==> config.mk <==
export PLATFORM = sky130hd
export DESIGN_NAME = add64_mc_sequencer_flat
export DESIGN_NICKNAME = d
export VERILOG_FILES = /design/src/rtl/add64_mc_sequencer_if.sv /design/src/rtl/add64_mc_sequencer.sv /design/src/flat_wrapper.sv
export SDC_FILE = /design/constraint.sdc
export NUM_CORES = 1
export LEC_CHECK = 0
export CAP_MARGIN = 20
export CORE_MARGIN = 8
export CORE_UTILIZATION = 53
export CTS_BUF_LIST = sky130_fd_sc_hd__clkbuf_16
export DETAILED_ROUTE_END_ITERATION = 10
export PLACE_DENSITY = 0.81
export SLEW_MARGIN = 20
export SYNTH_ARGS = -nofsm -noshare
export SYNTH_HDL_FRONTEND = slang
export SYNTH_SLANG_ARGS = --single-unit
export TNS_END_PERCENT = 30
==> constraint.sdc <==
create_clock -name clk -period 4.9 [get_ports clk]
set_input_delay 0.98 -clock clk [delete_from_list [all_inputs] [get_ports clk]]
set_output_delay 0.98 -clock clk [all_outputs]
set_load 0.02 [all_outputs]
==> src/rtl/add64_mc_sequencer_if.sv <==
// Operand request / result handshake bundle for add64_mc_sequencer.
// master = operand source and result consumer, slave = the sequencer.
interface add64_mc_sequencer_if #(
  parameter int unsigned CNT_W = 16
);
  logic             in_valid;
  logic             in_ready;
  logic [63:0]      in_a;
  logic [63:0]      in_b;
  logic             in_cin;
  logic             out_valid;
  logic             out_ready;
  logic [63:0]      out_sum;
  logic             out_cout;
  logic             out_ovf;
  logic             busy;
  logic [CNT_W-1:0] op_count;

  modport master (
    output in_valid, in_a, in_b, in_cin, out_ready,
    input  in_ready, out_valid, out_sum, out_cout, out_ovf, busy, op_count
  );

  modport slave (
    input  in_valid, in_a, in_b, in_cin, out_ready,
    output in_ready, out_valid, out_sum, out_cout, out_ovf, busy, op_count
  );
endinterface

==> src/rtl/add64_mc_sequencer.sv <==
// Holds operands on a 64-bit carry-select adder for SETTLE_CYCLES cycles, then
// registers sum/carry/overflow and offers them on a valid/ready port.
module CSA_64bit (
  input  logic [63:0] a_i,
  input  logic [63:0] b_i,
  input  logic        c_i,
  output logic [63:0] sum_o,
  output logic        c_out_o
);
  logic [32:0] lo;
  logic [32:0] hi0;
  logic [32:0] hi1;
  logic [32:0] hi_sel;

  // Upper half is precomputed for both carry-ins and picked by the lower carry.
  always_comb begin
    lo      = {1'b0, a_i[31:0]} + {1'b0, b_i[31:0]} + {32'b0, c_i};
    hi0     = {1'b0, a_i[63:32]} + {1'b0, b_i[63:32]};
    hi1     = {1'b0, a_i[63:32]} + {1'b0, b_i[63:32]} + 33'd1;
    hi_sel  = lo[32] ? hi1 : hi0;
    sum_o   = {hi_sel[31:0], lo[31:0]};
    c_out_o = hi_sel[32];
  end
endmodule

module add64_mc_sequencer #(
  parameter int unsigned SETTLE_CYCLES = 4,
  parameter int unsigned CNT_W         = 16
) (
  input  logic                 clk,
  input  logic                 rst,
  add64_mc_sequencer_if.slave  bus
);

  if (SETTLE_CYCLES < 1 || SETTLE_CYCLES > 255) begin : g_bad_settle
    $error("SETTLE_CYCLES must be in 1..255");
  end

  typedef enum logic [1:0] {StIdle, StSettle, StHold} state_e;

  state_e           state_q, state_d;
  logic [7:0]       cnt_q, cnt_d;
  logic [63:0]      op_a_q, op_a_d;
  logic [63:0]      op_b_q, op_b_d;
  logic             op_cin_q, op_cin_d;
  logic             out_valid_q, out_valid_d;
  logic [63:0]      out_sum_q, out_sum_d;
  logic             out_cout_q, out_cout_d;
  logic             out_ovf_q, out_ovf_d;
  logic [CNT_W-1:0] op_count_q, op_count_d;

  logic [63:0] add_sum;
  logic        add_cout;

  // Adder sees only registered operands, so its inputs are stable while settling.
  CSA_64bit u_csa (
    .a_i     (op_a_q),
    .b_i     (op_b_q),
    .c_i     (op_cin_q),
    .sum_o   (add_sum),
    .c_out_o (add_cout)
  );

  always_comb begin
    state_d     = state_q;
    cnt_d       = cnt_q;
    op_a_d      = op_a_q;
    op_b_d      = op_b_q;
    op_cin_d    = op_cin_q;
    out_valid_d = out_valid_q;
    out_sum_d   = out_sum_q;
    out_cout_d  = out_cout_q;
    out_ovf_d   = out_ovf_q;
    op_count_d  = op_count_q;
    unique case (state_q)
      StIdle: begin
        if (bus.in_valid) begin
          op_a_d   = bus.in_a;
          op_b_d   = bus.in_b;
          op_cin_d = bus.in_cin;
          cnt_d    = 8'(SETTLE_CYCLES - 1);
          state_d  = StSettle;
        end
      end
      StSettle: begin
        if (cnt_q == 8'd0) begin
          out_sum_d   = add_sum;
          out_cout_d  = add_cout;
          out_ovf_d   = (op_a_q[63] == op_b_q[63]) && (add_sum[63] != op_a_q[63]);
          out_valid_d = 1'b1;
          state_d     = StHold;
        end else begin
          cnt_d = cnt_q - 8'd1;
        end
      end
      StHold: begin
        if (bus.out_ready) begin
          out_valid_d = 1'b0;
          op_count_d  = op_count_q + 1'b1;
          state_d     = StIdle;
        end
      end
      default: state_d = StIdle;
    endcase
  end

  always_ff @(posedge clk) begin
    if (rst) begin
      state_q     <= StIdle;
      cnt_q       <= 8'd0;
      op_a_q      <= 64'd0;
      op_b_q      <= 64'd0;
      op_cin_q    <= 1'b0;
      out_valid_q <= 1'b0;
      out_sum_q   <= 64'd0;
      out_cout_q  <= 1'b0;
      out_ovf_q   <= 1'b0;
      op_count_q  <= '0;
    end else begin
      state_q     <= state_d;
      cnt_q       <= cnt_d;
      op_a_q      <= op_a_d;
      op_b_q      <= op_b_d;
      op_cin_q    <= op_cin_d;
      out_valid_q <= out_valid_d;
      out_sum_q   <= out_sum_d;
      out_cout_q  <= out_cout_d;
      out_ovf_q   <= out_ovf_d;
      op_count_q  <= op_count_d;
    end
  end

  assign bus.in_ready  = (state_q == StIdle);
  assign bus.busy      = (state_q != StIdle);
  assign bus.out_valid = out_valid_q;
  assign bus.out_sum   = out_sum_q;
  assign bus.out_cout  = out_cout_q;
  assign bus.out_ovf   = out_ovf_q;
  assign bus.op_count  = op_count_q;

endmodule

==> src/flat_wrapper.sv <==
// flat-port wrapper written by rule: the top's interface ports become plain ports
module add64_mc_sequencer_flat 
#(
  parameter int unsigned SETTLE_CYCLES = 4,
  parameter int unsigned CNT_W         = 16
)
  (clk, rst, bus_in_valid, bus_in_a, bus_in_b, bus_in_cin, bus_out_ready, bus_in_ready, bus_out_valid, bus_out_sum, bus_out_cout, bus_out_ovf, bus_busy, bus_op_count);
  add64_mc_sequencer_if #(.CNT_W(CNT_W)) bus_i ();
  input  logic clk;
  input  logic rst;
  input wire logic [$bits(bus_i.in_valid)-1:0] bus_in_valid;
  input wire logic [$bits(bus_i.in_a)-1:0] bus_in_a;
  input wire logic [$bits(bus_i.in_b)-1:0] bus_in_b;
  input wire logic [$bits(bus_i.in_cin)-1:0] bus_in_cin;
  input wire logic [$bits(bus_i.out_ready)-1:0] bus_out_ready;
  output wire logic [$bits(bus_i.in_ready)-1:0] bus_in_ready;
  output wire logic [$bits(bus_i.out_valid)-1:0] bus_out_valid;
  output wire logic [$bits(bus_i.out_sum)-1:0] bus_out_sum;
  output wire logic [$bits(bus_i.out_cout)-1:0] bus_out_cout;
  output wire logic [$bits(bus_i.out_ovf)-1:0] bus_out_ovf;
  output wire logic [$bits(bus_i.busy)-1:0] bus_busy;
  output wire logic [$bits(bus_i.op_count)-1:0] bus_op_count;
  assign bus_i.in_valid = bus_in_valid;
  assign bus_i.in_a = bus_in_a;
  assign bus_i.in_b = bus_in_b;
  assign bus_i.in_cin = bus_in_cin;
  assign bus_i.out_ready = bus_out_ready;
  assign bus_in_ready = bus_i.in_ready;
  assign bus_out_valid = bus_i.out_valid;
  assign bus_out_sum = bus_i.out_sum;
  assign bus_out_cout = bus_i.out_cout;
  assign bus_out_ovf = bus_i.out_ovf;
  assign bus_busy = bus_i.busy;
  assign bus_op_count = bus_i.op_count;
  add64_mc_sequencer #(.SETTLE_CYCLES(SETTLE_CYCLES), .CNT_W(CNT_W)) u_core (.clk(clk), .rst(rst), .bus(bus_i));
endmodule
== Yosys cells after proc, flatten, opt, wreduce, memory -nomap -nowiden ==
Index checks and enable logic that the tools add are counted.
Cells by class
  add/subtract/negate cells: 6
  equality and inequality tests: 8
  muxes and demuxes: 11
  reductions and logical operators: 12
Operator list (count)
  $add A32 B32 Y33: 2
  $add A33 B1 Y33: 1
  $add A33 B1 Y33 const B: 1
  $mux W33: 1
  $add A16 B1 Y16 const B: 1
  $mux W8: 2
  $pmux W8 S2: 1
  $reduce_and A3 Y1: 3
  $logic_not A8 Y1: 1
  $sub A8 B1 Y8 const B: 1
  $mux W2: 3
  $ne A2 B2 Y1 const B: 3
  $pmux W2 S3: 1
  $reduce_and A2 Y1: 3
  $reduce_bool A2 Y1: 3
  $eq A2 B1 Y1 const B: 1
  $eq A2 B2 Y1 const B: 1
  $logic_not A2 Y1: 1
  $mux W1: 2
  $ne A2 B1 Y1 const B: 1
  $pmux W1 S2: 1
  $eq A1 B1 Y1: 1
  $logic_and A1 B1 Y1: 1
  $ne A1 B1 Y1: 1
Storage, ports and cells
  bits in registers: 222
  input bits: 133

== Longest topological paths before layout ==
  word-level depth: 5
  gate-level depth with buffers: 15

== Modules after synthesis ==
Synthesis repeated with hierarchy kept, for this count alone.
Unflattened totals
  cell total of the unflattened synthesis: 1564
  area, all modules: 12085.3 um^2
Modules (own cells, without submodules)
  add64_mc_sequencer: times used 1, cells an instance 997, area each 7953.9 um^2, seq. area each 4444.3 um^2
  CSA_64bit: times used 1, cells an instance 567, area each 4131.5 um^2, seq. area each 0.0 um^2

== Worst setup path before layout ==
OpenSTA, ideal clock, no wires.
  path type: register to register
  start: register u_core.op_cin_q
  end: register u_core.out_sum_q[63] (netlist: u_core.bus.out_sum[63])
  data arrival time: 3.567 ns
  slack: 1.254 ns
  cell stages (with the launch flop): 16
  path buffers: 0
  clock period less this slack: 3.646 ns
  path through: dfxtp_1 > inv_1 > fa_1 > inv_1 > fa_1 > a211oi_1 > o211ai_2 > a2111oi_1 > or3_1 > a211oi_2 > nor2_1 > or4b_1 > nor4_2 > nand4_1 > and2_4 > a211oi_2
Between the ends
  cells in the longest elaborated chain, start to end: 2
RTL lines
  start: declaration: line add64_mc_sequencer.sv:45  | logic op_cin_q, op_cin_d;
  start signal: assignment: line add64_mc_sequencer.sv:124  | op_cin_q <= op_cin_d;
  $add A33 B1 Y33: line add64_mc_sequencer.sv:17  | lo = {1'b0, a_i[31:0]} + {1'b0, b_i[31:0]} + {32'b0, c_i};
  $mux W33: line add64_mc_sequencer.sv:20  | hi_sel = lo[32] ? hi1 : hi0;
  end signal: assignment: line add64_mc_sequencer.sv:126  | out_sum_q <= out_sum_d;
  end: declaration: line add64_mc_sequencer.sv:47  | logic [63:0] out_sum_q, out_sum_d;
Every way passes these cells.
A chain may end at the register's enable or synchronous reset.

== Worst setup path in the final report ==
Same ends and word-level chain as after synthesis.

==> impl_metrics.toml <==
[outcome]
status = "finished clean"

[drt]
drtIter0Drc = 954
first_pass_iters = 7
ant_nets = 0
route.detailed.drc = 0
num_vias = 11394
wl_per_cell_um = 15.9
routed_via_density = 5.65
wl_um = 32100

[floorplanning]
ios = 218
rows = 55
fp.dieW_um = 167
core-area_mm2 = 0.0225
die-area_mm2 = 0.0278
fp.dieH_um = 167
start_util_pct = 53.5

[synthesis]
ys_seq_elements = 222
synth_nets = 1757
ys_types = 76
async_reset_ff_share_pct = 0
synth_edf_count = 0
synth_cells = 1554
netlist_area_mm2 = 0.0120
ys_seq_area_share_pct = 36.9
yosysWarnings = 0
synth_area_per_cell_um2 = 7.75
ys.flop_type = "dfxtp_1"

[job]
cap_violations = 0

[timing]
setup_tns_ns = 0
hold_ws_ns = 0.452
max-slew-margin-rel_pct = 31.0
layout_min_cycle_time_ns = 4.18
tightest_slew_ns = 1.03
rsz0062_at_grt = "no"
clock.fmax_mhz = 239
clock_skew_ns = 0.00715
fin_crit_sh_pct = 85.2
final-setup-viol-count = 0
fin_ws_ns = 0.724
finalMaxSlewViolations = 0
hold_viol = 0

[setup_path]
cp.arrival_ns = 4.61
crit_required_ns = 5.33
start_kind = "flop"
end_kind = "flop"
crit_fanout = 5
path_class = "flop to flop"

[cts]
root_buffer = "clkbuf_16"
clock_latency_ns = 0.52
cts_buffers = 25
cts_tree = "yes"
clkTransAtPathRegs_ns = 0.06
cts_max_level = 1
clock_path_buffers = 3
ctsResizeCount = 0
clock-sinks = 222
cts_hold_buf = 0
post-cts-setup-buffer-count = 0

[power]
pwr-share-clk_pct = 29.8
seqPwrFrac_pct = 38.6
p_leak_uw = 0.00585
p_int_uw = 3760
p_switching_uw = 1990
combPwrFrac_pct = 31.7
power_switching_share_pct = 34.6
peakVddDrop_v = 0.000248
total_power_uw = 5750
p_per_area_mw_per_mm2 = 383

[cells_and_area]
nets = 1919
area_delta_synth_final_pct = 24.8
drive_gt1_share_pct = 3.93
fill_cells = 1914
num_antenna_cells = 0

[hold_path]
hp-class = "flop to flop"

[placement]
place_ws_ns = 0.693
numPortBuffers = 217
gp_congestion = 0.909
dp_hpwl_um = 23300

[global_route]
grt_max_degree = 158
first_global_vias = 11145
antenna_found_initial = 0
grt.overflow.total = 0
grt_usage_pct = 22.4
grt_pass1_wl_um = 53800
[cells in the mapped netlist, types with 3 or more instances]
| library cell | count | area [µm²] |
|---|---|---|
| dfxtp_1 | 222 | 4440 |
| fa_1 | 3 | 60.1 |
| o211ai_1 | 10 | 75.1 |
| inv_1 | 30 | 113 |
| a21oi_1 | 211 | 1060 |
| a211oi_1 | 36 | 270 |
| nand2_1 | 369 | 1390 |
| and3_1 | 9 | 56.3 |
| o21ai_0 | 40 | 200 |
| or3_1 | 18 | 113 |
| buf_1 | 3 | 11.3 |
| a21o_1 | 30 | 225 |
| a21boi_0 | 3 | 22.5 |
| nand4_1 | 15 | 93.8 |
| o21bai_1 | 8 | 60.1 |
| or2_2 | 4 | 25.0 |
| o31a_1 | 3 | 26.3 |
| nand3b_1 | 11 | 82.6 |
| nor2b_1 | 11 | 68.8 |
| a211oi_2 | 3 | 37.5 |
| a31oi_1 | 9 | 56.3 |
| xnor2_1 | 42 | 368 |
| xor2_1 | 49 | 429 |
| and4_1 | 5 | 43.8 |
| o31ai_1 | 4 | 30.0 |
| clkbuf_1 | 79 | 297 |
| nor4b_1 | 3 | 26.3 |
| nor2_1 | 93 | 349 |
| o2111ai_1 | 4 | 35.0 |
| and2_1 | 12 | 75.1 |
| nand3_1 | 36 | 180 |
| buf_2 | 4 | 20.0 |
| nand2b_1 | 10 | 62.6 |
| nor3_1 | 22 | 110 |
| a311oi_1 | 4 | 35.0 |
| a2111oi_0 | 3 | 26.3 |
| o21a_1 | 13 | 97.6 |
| ha_1 | 67 | 838 |
| nor3b_1 | 4 | 30.0 |
| mux2i_1 | 3 | 30.0 |
| or4_1 | 3 | 22.5 |
| nor4_1 | 4 | 25.0 |
[power groups by stage]
stage / Clock (µW) / Combinational [µW] / Sequential (µW)
finish: 1710 / 1820 / 2220
global route: 1810 / 2030 / 2240
CTS: 1740 / 1820 / 2210
detailed placement: 0 / 1810 / 2250
global placement: 0 / 1770 / 2240
floorplan: 0 / 1130 / 2310
[critical path, cell delays in order, from the launching register on]
cell and delay, ns:
dfxtp_1 0.32, inv_1 0.06, fa_1 0.43, inv_1 0.09
fa_1 0.23, a211oi_1 0.11, o211ai_2 0.21, a2111oi_1 0.13
or3_1 0.47, a211oi_2 0.35, nor2_1 0.16, or4b_1 0.50
nor4_2 0.43, nand4_1 0.20, and2_4 0.21, a211oi_2 0.19
[flip-flops by register name (all words and copies together), names as in the netlist]
signal and cells:
u_core.bus.out_sum 64, u_core.bus.out_ovf 1, u_core.state_q 2, u_core.op_a_q 64
u_core.bus.out_valid 1, u_core.op_b_q 64, u_core.op_cin_q 1, u_core.bus.op_count 16
u_core.cnt_q 8, u_core.bus.out_cout 1
[through the flow]
| stage | std cells | utilization (%) | area [µm²] |
|---|---|---|---|
| floorplan | 1554 | - | 12000 |
| global placement | 1974 | 63.5 | 14300 |
| detailed placement | 1974 | 63.5 | 14300 |
| CTS | 2016 | 66.7 | 15000 |
| global route | 2016 | 66.8 | 15000 |
| finish | 2016 | 66.8 | 15000 |
[area by class of cell]
class	instances	area (µm²)	area share, %
Timing Repair Buffer	222	2210	14.7
Sequential cell	222	4440	29.6
Clock buffer	25	626	4.16
Tap cell	285	357	2.37
Inverter	30	113	0.750
Clock inverter	17	110	0.733
Multi-Input combinational cell	1215	7160	47.7
[final timing paths]
path                                             start                      to  slack, ns  cells after the start
worst max-delay path                   u_core.op_cin_q  u_core.bus.out_sum[63]       0.72                     15
worst min-delay path            u_core.bus.out_sum[17]  u_core.bus.out_sum[17]       0.45                      2
worst max register to register         u_core.op_cin_q  u_core.bus.out_sum[63]       0.72                     15
worst min register to register  u_core.bus.out_sum[17]  u_core.bus.out_sum[17]       0.45                      2
[layout by cell type, fill, tap and decap left out, drive strengths merged, types with 19 or more instances in the layout]
cell type and n:
a211oi 39, clkbuf 26, o21ai 42, nand3 36, inv 35, a21o 30, xnor2 42, xor2 49
dfxtp 222, a21oi 212, nand2 369, nor3 23, ha 67, clkdlybuf4s50 216, or3 19, nor2 93
[metal layers]
layer	share of wire [%]	global-route usage, %
met5	0	0
met4	2.5	6.27
met3	6.1	4.07
met2	45	36.8
met1	46	29.8
[cell families (layout without fill, tap and decap cells)]
| group | Yosys count | after routing | share of synthesized area, % |
|---|---|---|---|
| compound gates | 408 | 408 | 21.0 |
| xor+xnor | 91 | 91 | 6.62 |
| fa+ha+maj | 70 | 70 | 7.46 |
| buf+inv | 117 | 294 | 3.75 |
| flops | 222 | 222 | 36.9 |
| mux | 3 | 3 | 0.249 |
| simple gates | 643 | 643 | 24.0 |
(Power assumes the default switching activity.)
